File: src/rtl/pixel_readout.sv
`default_nettype none
// ============================================================================
// Module      : pixel_readout
// Description : Captures one 4-pixel frame per readout phase of a pixel
//               array, queues it (with an 8-bit frame tag) in a small FIFO
//               and serializes each queued frame as four bytes over a
//               valid/ready stream. Frames arriving while the FIFO is full
//               are dropped and counted.
// Revision    : 1.0 - initial release
// ----------------------------------------------------------------------------
// Parameters
//   DEPTH       FIFO depth in 32-bit frame words (power of two, >= 2)
// Ports
//   clk         system clock, all state changes on its rising edge
//   reset       synchronous active-high reset
//   read        readout-phase strobe; a capture happens on its rising edge
//   pixData1..4 pixel value buses, valid while read = 1
//   out_data    serialized pixel byte (pixel 1 first)
//   out_valid   out_data / out_first / out_last / out_frame are valid
//   out_ready   downstream accepts the byte when out_valid & out_ready
//   out_first   byte is pixel 1 of its frame
//   out_last    byte is pixel 4 of its frame
//   out_frame   tag of the frame currently being sent
//   overflow    sticky flag: at least one frame dropped since reset
//   drop_count  number of dropped frames, saturating at 255
// ============================================================================
module pixel_readout #(
    parameter int DEPTH = 4
) (
    input  logic       clk,
    input  logic       reset,
    input  logic       read,
    input  logic [7:0] pixData1,
    input  logic [7:0] pixData2,
    input  logic [7:0] pixData3,
    input  logic [7:0] pixData4,
    output logic [7:0] out_data,
    output logic       out_valid,
    input  logic       out_ready,
    output logic       out_first,
    output logic       out_last,
    output logic [7:0] out_frame,
    output logic       overflow,
    output logic [7:0] drop_count
);

    // ------------------------------------------------------------------------
    // Constants
    // ------------------------------------------------------------------------
    localparam int              c_ADDR_W   = (DEPTH > 1) ? $clog2(DEPTH) : 1;
    localparam int              c_ENTRY_W  = 40;   // {tag[7:0], pixels[31:0]}
    localparam logic [c_ADDR_W:0] c_FULL_CNT = (c_ADDR_W + 1)'(DEPTH);

    localparam logic [0:0]      c_ST_IDLE  = 1'b0;
    localparam logic [0:0]      c_ST_SEND  = 1'b1;

    localparam logic [1:0]      c_IDX_LAST = 2'd3;
    localparam logic [7:0]      c_DROP_MAX = 8'hFF;

    // ------------------------------------------------------------------------
    // Capture detection
    // ------------------------------------------------------------------------
    // r_read_d comes out of reset high so that a read strobe that is already
    // asserted when reset is released is not mistaken for a new phase.
    logic r_read_d;
    logic w_capture;

    always_ff @(posedge clk) begin
        if (reset) begin
            r_read_d <= 1'b1;
        end else begin
            r_read_d <= read;
        end
    end

    assign w_capture = read & ~r_read_d;

    // ------------------------------------------------------------------------
    // Frame FIFO
    // ------------------------------------------------------------------------
    logic [c_ENTRY_W-1:0] r_mem [DEPTH];
    logic [c_ADDR_W-1:0]  r_wr_ptr;
    logic [c_ADDR_W-1:0]  r_rd_ptr;
    logic [c_ADDR_W:0]    r_count;

    logic                 w_full;
    logic                 w_empty;
    logic                 w_push;
    logic                 w_drop;
    logic                 w_pop;
    logic [c_ENTRY_W-1:0] w_head;
    logic [c_ENTRY_W-1:0] w_wr_entry;

    logic [7:0]           r_tag_cnt;

    // Full is judged on the occupancy before the edge: a pop at the same
    // edge does not make room for a capture.
    assign w_full     = (r_count == c_FULL_CNT);
    assign w_empty    = (r_count == '0);
    assign w_push     = w_capture & ~w_full;
    assign w_drop     = w_capture &  w_full;
    assign w_head     = r_mem[r_rd_ptr];
    assign w_wr_entry = {r_tag_cnt, pixData4, pixData3, pixData2, pixData1};

    // Storage needs no reset: entries are only ever read when r_count says
    // they were written since the last reset.
    always_ff @(posedge clk) begin
        if (w_push) begin
            r_mem[r_wr_ptr] <= w_wr_entry;
        end
    end

    always_ff @(posedge clk) begin
        if (reset) begin
            r_wr_ptr <= '0;
            r_rd_ptr <= '0;
            r_count  <= '0;
        end else begin
            if (w_push) begin
                r_wr_ptr <= r_wr_ptr + 1'b1;
            end
            if (w_pop) begin
                r_rd_ptr <= r_rd_ptr + 1'b1;
            end
            case ({w_push, w_pop})
                2'b10:   r_count <= r_count + 1'b1;
                2'b01:   r_count <= r_count - 1'b1;
                default: r_count <= r_count;
            endcase
        end
    end

    // ------------------------------------------------------------------------
    // Frame tag and drop statistics
    // ------------------------------------------------------------------------
    logic       r_overflow;
    logic [7:0] r_drop_cnt;

    always_ff @(posedge clk) begin
        if (reset) begin
            r_tag_cnt  <= '0;
            r_overflow <= 1'b0;
            r_drop_cnt <= '0;
        end else begin
            if (w_push) begin
                r_tag_cnt <= r_tag_cnt + 8'd1;   // wraps 255 -> 0
            end
            if (w_drop) begin
                r_overflow <= 1'b1;
                if (r_drop_cnt != c_DROP_MAX) begin
                    r_drop_cnt <= r_drop_cnt + 8'd1;
                end
            end
        end
    end

    assign overflow   = r_overflow;
    assign drop_count = r_drop_cnt;

    // ------------------------------------------------------------------------
    // Serializer
    // ------------------------------------------------------------------------
    logic [0:0]  r_state;
    logic [1:0]  r_idx;
    logic [31:0] r_word;
    logic [7:0]  r_tag;

    logic        w_send;
    logic        w_accept;
    logic        w_frame_done;

    assign w_send       = (r_state == c_ST_SEND);
    assign w_accept     = w_send & out_ready;
    assign w_frame_done = w_accept & (r_idx == c_IDX_LAST);

    // A new word is taken from the FIFO either from IDLE, or in the same
    // cycle the last byte of the current frame is accepted so that
    // consecutive frames stream without a bubble.
    assign w_pop = ~w_empty & (~w_send | w_frame_done);

    always_ff @(posedge clk) begin
        if (reset) begin
            r_state <= c_ST_IDLE;
            r_idx   <= '0;
            r_word  <= '0;
            r_tag   <= '0;
        end else begin
            case (r_state)
                c_ST_IDLE: begin
                    if (w_pop) begin
                        r_state <= c_ST_SEND;
                        r_idx   <= '0;
                        r_word  <= w_head[31:0];
                        r_tag   <= w_head[39:32];
                    end
                end
                c_ST_SEND: begin
                    if (w_accept) begin
                        if (r_idx != c_IDX_LAST) begin
                            r_idx <= r_idx + 2'd1;
                        end else if (w_pop) begin
                            r_idx  <= '0;
                            r_word <= w_head[31:0];
                            r_tag  <= w_head[39:32];
                        end else begin
                            r_state <= c_ST_IDLE;
                            r_idx   <= '0;
                        end
                    end
                end
                default: begin
                    r_state <= c_ST_IDLE;
                    r_idx   <= '0;
                end
            endcase
        end
    end

    // ------------------------------------------------------------------------
    // Output decode
    // ------------------------------------------------------------------------
    // Outputs are a pure decode of serializer registers, so they stay stable
    // while out_ready is low and read as zero whenever nothing is being sent.
    logic [7:0] w_byte;

    always_comb begin
        w_byte = 8'h00;
        case (r_idx)
            2'd0:    w_byte = r_word[7:0];
            2'd1:    w_byte = r_word[15:8];
            2'd2:    w_byte = r_word[23:16];
            default: w_byte = r_word[31:24];
        endcase
    end

    assign out_valid = w_send;
    assign out_data  = w_send ? w_byte : 8'h00;
    assign out_frame = w_send ? r_tag  : 8'h00;
    assign out_first = w_send & (r_idx == 2'd0);
    assign out_last  = w_send & (r_idx == c_IDX_LAST);

endmodule

`default_nettype wire

File: config.mk
export PLATFORM = sky130hd
export DESIGN_NAME = pixel_readout
export DESIGN_NICKNAME = d
export VERILOG_FILES = /design/src/rtl/pixel_readout.sv
export SDC_FILE = /design/constraint.sdc
export NUM_CORES = 1
export LEC_CHECK = 0
export CAP_MARGIN = 20
export CORE_AREA = 2 2 135 137
export CTS_CLUSTER_DIAMETER = 30
export DETAILED_ROUTE_END_ITERATION = 8
export DIE_AREA = 0 0 137 139
export PLACE_DENSITY = 0.75
export SETUP_SLACK_MARGIN = 0.05
export SYNTH_ARGS = -nofsm -noshare
export SYNTH_HDL_FRONTEND = slang
export SYNTH_SLANG_ARGS = --single-unit
File: constraint.sdc
create_clock -name clk -period 2.55 [get_ports clk]
set_input_delay 0.765 -clock clk [delete_from_list [all_inputs] [get_ports clk]]
set_output_delay 0.765 -clock clk [all_outputs]
set_load 0.02 [all_outputs]
==> results.yml <==
logic_synthesis:
  synthTopCellsByCount: "edfxtp_1 (160), dfxtp_1 (70), a21oi_1 (57), o21ai_0 (54), nand3_1 (45)"
  async_flop_share_pct: 0
  avgSynthCellArea_um2: 14.7
  synth_edf_count: 160
  synthFlopType: "edfxtp_1"
  yosysSeqAreaShare_pct: 68.1
  syn-cell-area_um2: 9110
  synth.distinct_cells: 48
  ys_seq_elements: 230
  synth_nets: 668
  synth_warnings: 0
  synthCells: 619
  synthTopCellsByArea: "edfxtp_1 (53%), dfxtp_1 (15%), mux4_2 (9.9%)"
  netlist.top_cell.by_area: "edfxtp_1"
  synth.most_common_cell: "edfxtp_1"
  netlist.area_leader.share_pct: 52.7
clock_tree:
  cts_sinks: 230
  clockRootBuffer: "clkbuf_16"
  clk_pin_slew_ps: 50
  clk_latency_ps: 510
  cts_tree: "built"
  clockBufferDepth: 3
  htreeDepth: 2
  cts_buffers: 40
global_route:
  grtUsageMet2_pct: 37.7
  grt_first_pass_wirelength_mm: 32.5
  grt_max_degree: 44
  met1_usage_pct: 29.2
  grt_busiest_layer: "met2"
  gr-usage-met3_pct: 4.42
  grt_pass1_vias: 5986
  grt_util_all_layers_pct: 22.4
  antenna_found_initial: 0
  grt_overflow_total: 0
die:
  dieArea_um2: 19000
  start_util_pct: 51.6
  die_w_um: 137
  pin_count: 64
  die_h_um: 139
  coreArea_um2: 17700
  num_rows: 49
timing:
  hold_viol_final: 0
  min_period_over_period_pct: 109
  worst_pin_slew_ps: 612
  fmax_ghz: 0.361
  rsz0062_at_grt: "yes"
  finClkSkew_ps: 7.27
  max_slew_margin_pct: 59.2
  period_minus_slack_ps: 2770
  final.setup.worst_slack_ps: -220
  slew_violations: 0
  setup_viol_count_final: 8
routing:
  vias_per_cell: 5.97
  postRouteAntennaNets: 0
  wl_mm: 20.6
  drt_drc_violations_left: 0
  wl_per_cell_um: 21.2
  drt-initial-drc-count: 548
  dr.pass1.iters: 6
  route.vias.total: 5822
critical_path:
  worst_setup_path_start_kind: "flop"
  path_cells: "inv_2, ha_4, buf_6, a222oi_1, o21ai_1, and2_4, buf_6"
  regToRegEndpoint: "r_count[2]"
  reg2regPathDepth: 9
  critPathMaxFanout: 6
  cpPeakStageDelay_ps: 380
  reg2reg_from: "out_valid"
  cp.required_ps: 1790
  cpMostUsedCell: "buf_6"
  setup.worst_path.end_class: "output port"
  rrSetupSlack_ps: 340
  critPathKind: "reg2out"
  cp.arrival_ps: 2000
  worst_path_max_delay_cell: "a222oi_1"
finish:
  diodes: 0
  syn_to_final_growth_pct: 27.2
  fin_nets: 765
  fin_util_pct: 65.6
  drive_gt1_share_pct: 24.4
placement:
  place_hpwl_mm: 12.0
  numPortBuffers: 63
  place.gp.congestion: 0.912
  dpl_worst_slack_ps: -263
hold_path:
  holdCritStartpoint: "r_tag[6]"
  worstHoldEndpoint: "r_tag[6]"
  min_path_cells: 2
  worstHoldPathType: "reg2reg"
power:
  ir_drop_uv: 539
  p_per_area_nw_per_um2: 1050
  leakagePower_nw: 3.90
  total_power_mw: 12.1
run_status:
  status: "complete, but fails checks"
  violations: "setup timing"
run:
  cap_violations: 0
[timing repair]
| action | 4_1_cts | 5_1_grt |
|---|---|---|
| hold buffers | 0 | 0 |
| gates resized for setup | 55 | 30 |
| gates cloned | 0 | 0 |
| pin swaps | 10 | 22 |
| buffers inserted | 2 | 2 |
| endpoints found under the setup margin | 19 | 10 |
[layout make-up]
class / count / area (um2)
Clock buffer: 47 / 1070
Clock inverter: 25 / 259
Fill cell: 1181 / 6070
Timing Repair Buffer: 101 / 978
Multi-Input combinational cell: 330 / 2740
Inverter: 13 / 48.8
Tap cell: 229 / 287
Sequential cell: 230 / 6210
[flip-flops by register name, summed over array words and instances (netlist names), named ones only]
name	cells
r_wr_ptr	2
overflow	1
r_mem	160
r_idx	2
r_read_d	1
r_rd_ptr	2
drop_count	8
r_tag_cnt	8
out_valid	1
r_tag	8
r_count	3
r_word	32
[cells in the final DEF, fill, tap and decap left out, types with 5 or more instances in the layout]
cell type        synthesis  layout
and2_4                   0       6
inv_6                    0       5
and2_1                  19      13
buf_6                    0       9
ha_1                    12       9
nand3_1                 45      45
o21ai_1                  1       9
a222oi_1                 8       8
clkdlybuf4s50_1          0      49
nand2_1                 13      13
o21ai_0                 54      46
or3_1                    5       5
a21oi_1                 57      57
edfxtp_1               160     160
nor2b_1                  5       5
buf_4                    0      32
mux4_2                  40      40
buf_12                   0       5
clkinv_2                 0       6
clkinvlp_4               0       6
clkbuf_16                0      41
inv_1                   13      11
nor2_1                  11      11
dfxtp_1                 70      66
[where the power goes]
| part | internal [mW] | switching (mW) | total (mW) |
|---|---|---|---|
| clock | 3.41 | 1.76 | 5.17 |
| combinational | 0.979 | 1.33 | 2.31 |
| sequential | 4.37 | 0.283 | 4.65 |
[metal layers]
layer / up-vias / share of wire [%]
li1: 2619 / -
met1: 2892 / 40
met2: 269 / 51
met3: 42 / 7.3
met4: 0 / 2.2
met5: - / 0
[critical path: cells and delay by family, from the launching register on]
kind                     cells  cell delay (ps)
AO/OA/AOI/OAI                2              520
adder cells (fa/ha/maj)      1              180
buffers and inverters        3              300
flip-flops                   1              340
AND/OR/NAND/NOR              1              150
[cell families after synthesis]
kind of cell / Yosys count / share of synthesized area, %
compound gates: 139 / 8.73
simple gates: 130 / 7.96
xor+xnor: 2 / 0.192
mux: 46 / 10.6
fa+ha+maj: 13 / 1.87
buf+inv: 59 / 2.53
flops: 230 / 68.1
[how the worst max path moves through the flow]
stage | start | to | slack [ps]
2_1_floorplan | r_count[2] | r_count[2] | 140
3_3_place_gp | out_ready | r_count[2] | -160
3_5_place_dp | r_idx[0] | out_data[0] | -260
4_1_cts | r_idx[0] | out_data[1] | -240
5_1_grt | r_idx[0] | out_data[5] | -320
6_report | r_idx[0] | out_data[5] | -220
[per-stage QoR]
step | setup TNS (ps) | hold slack (ps) | std cells | area (um2)
2_1_floorplan | 0 | 449 | 619 | 9120
3_3_place_gp | -796 | 462 | 900 | 10200
3_5_place_dp | -1630 | 470 | 900 | 10200
4_1_cts | -1150 | 477 | 974 | 11500
5_1_grt | -2020 | 496 | 975 | 11600
6_report | -1330 | 470 | 975 | 11600
No activity file was read; power rests on OpenSTA's default activity.
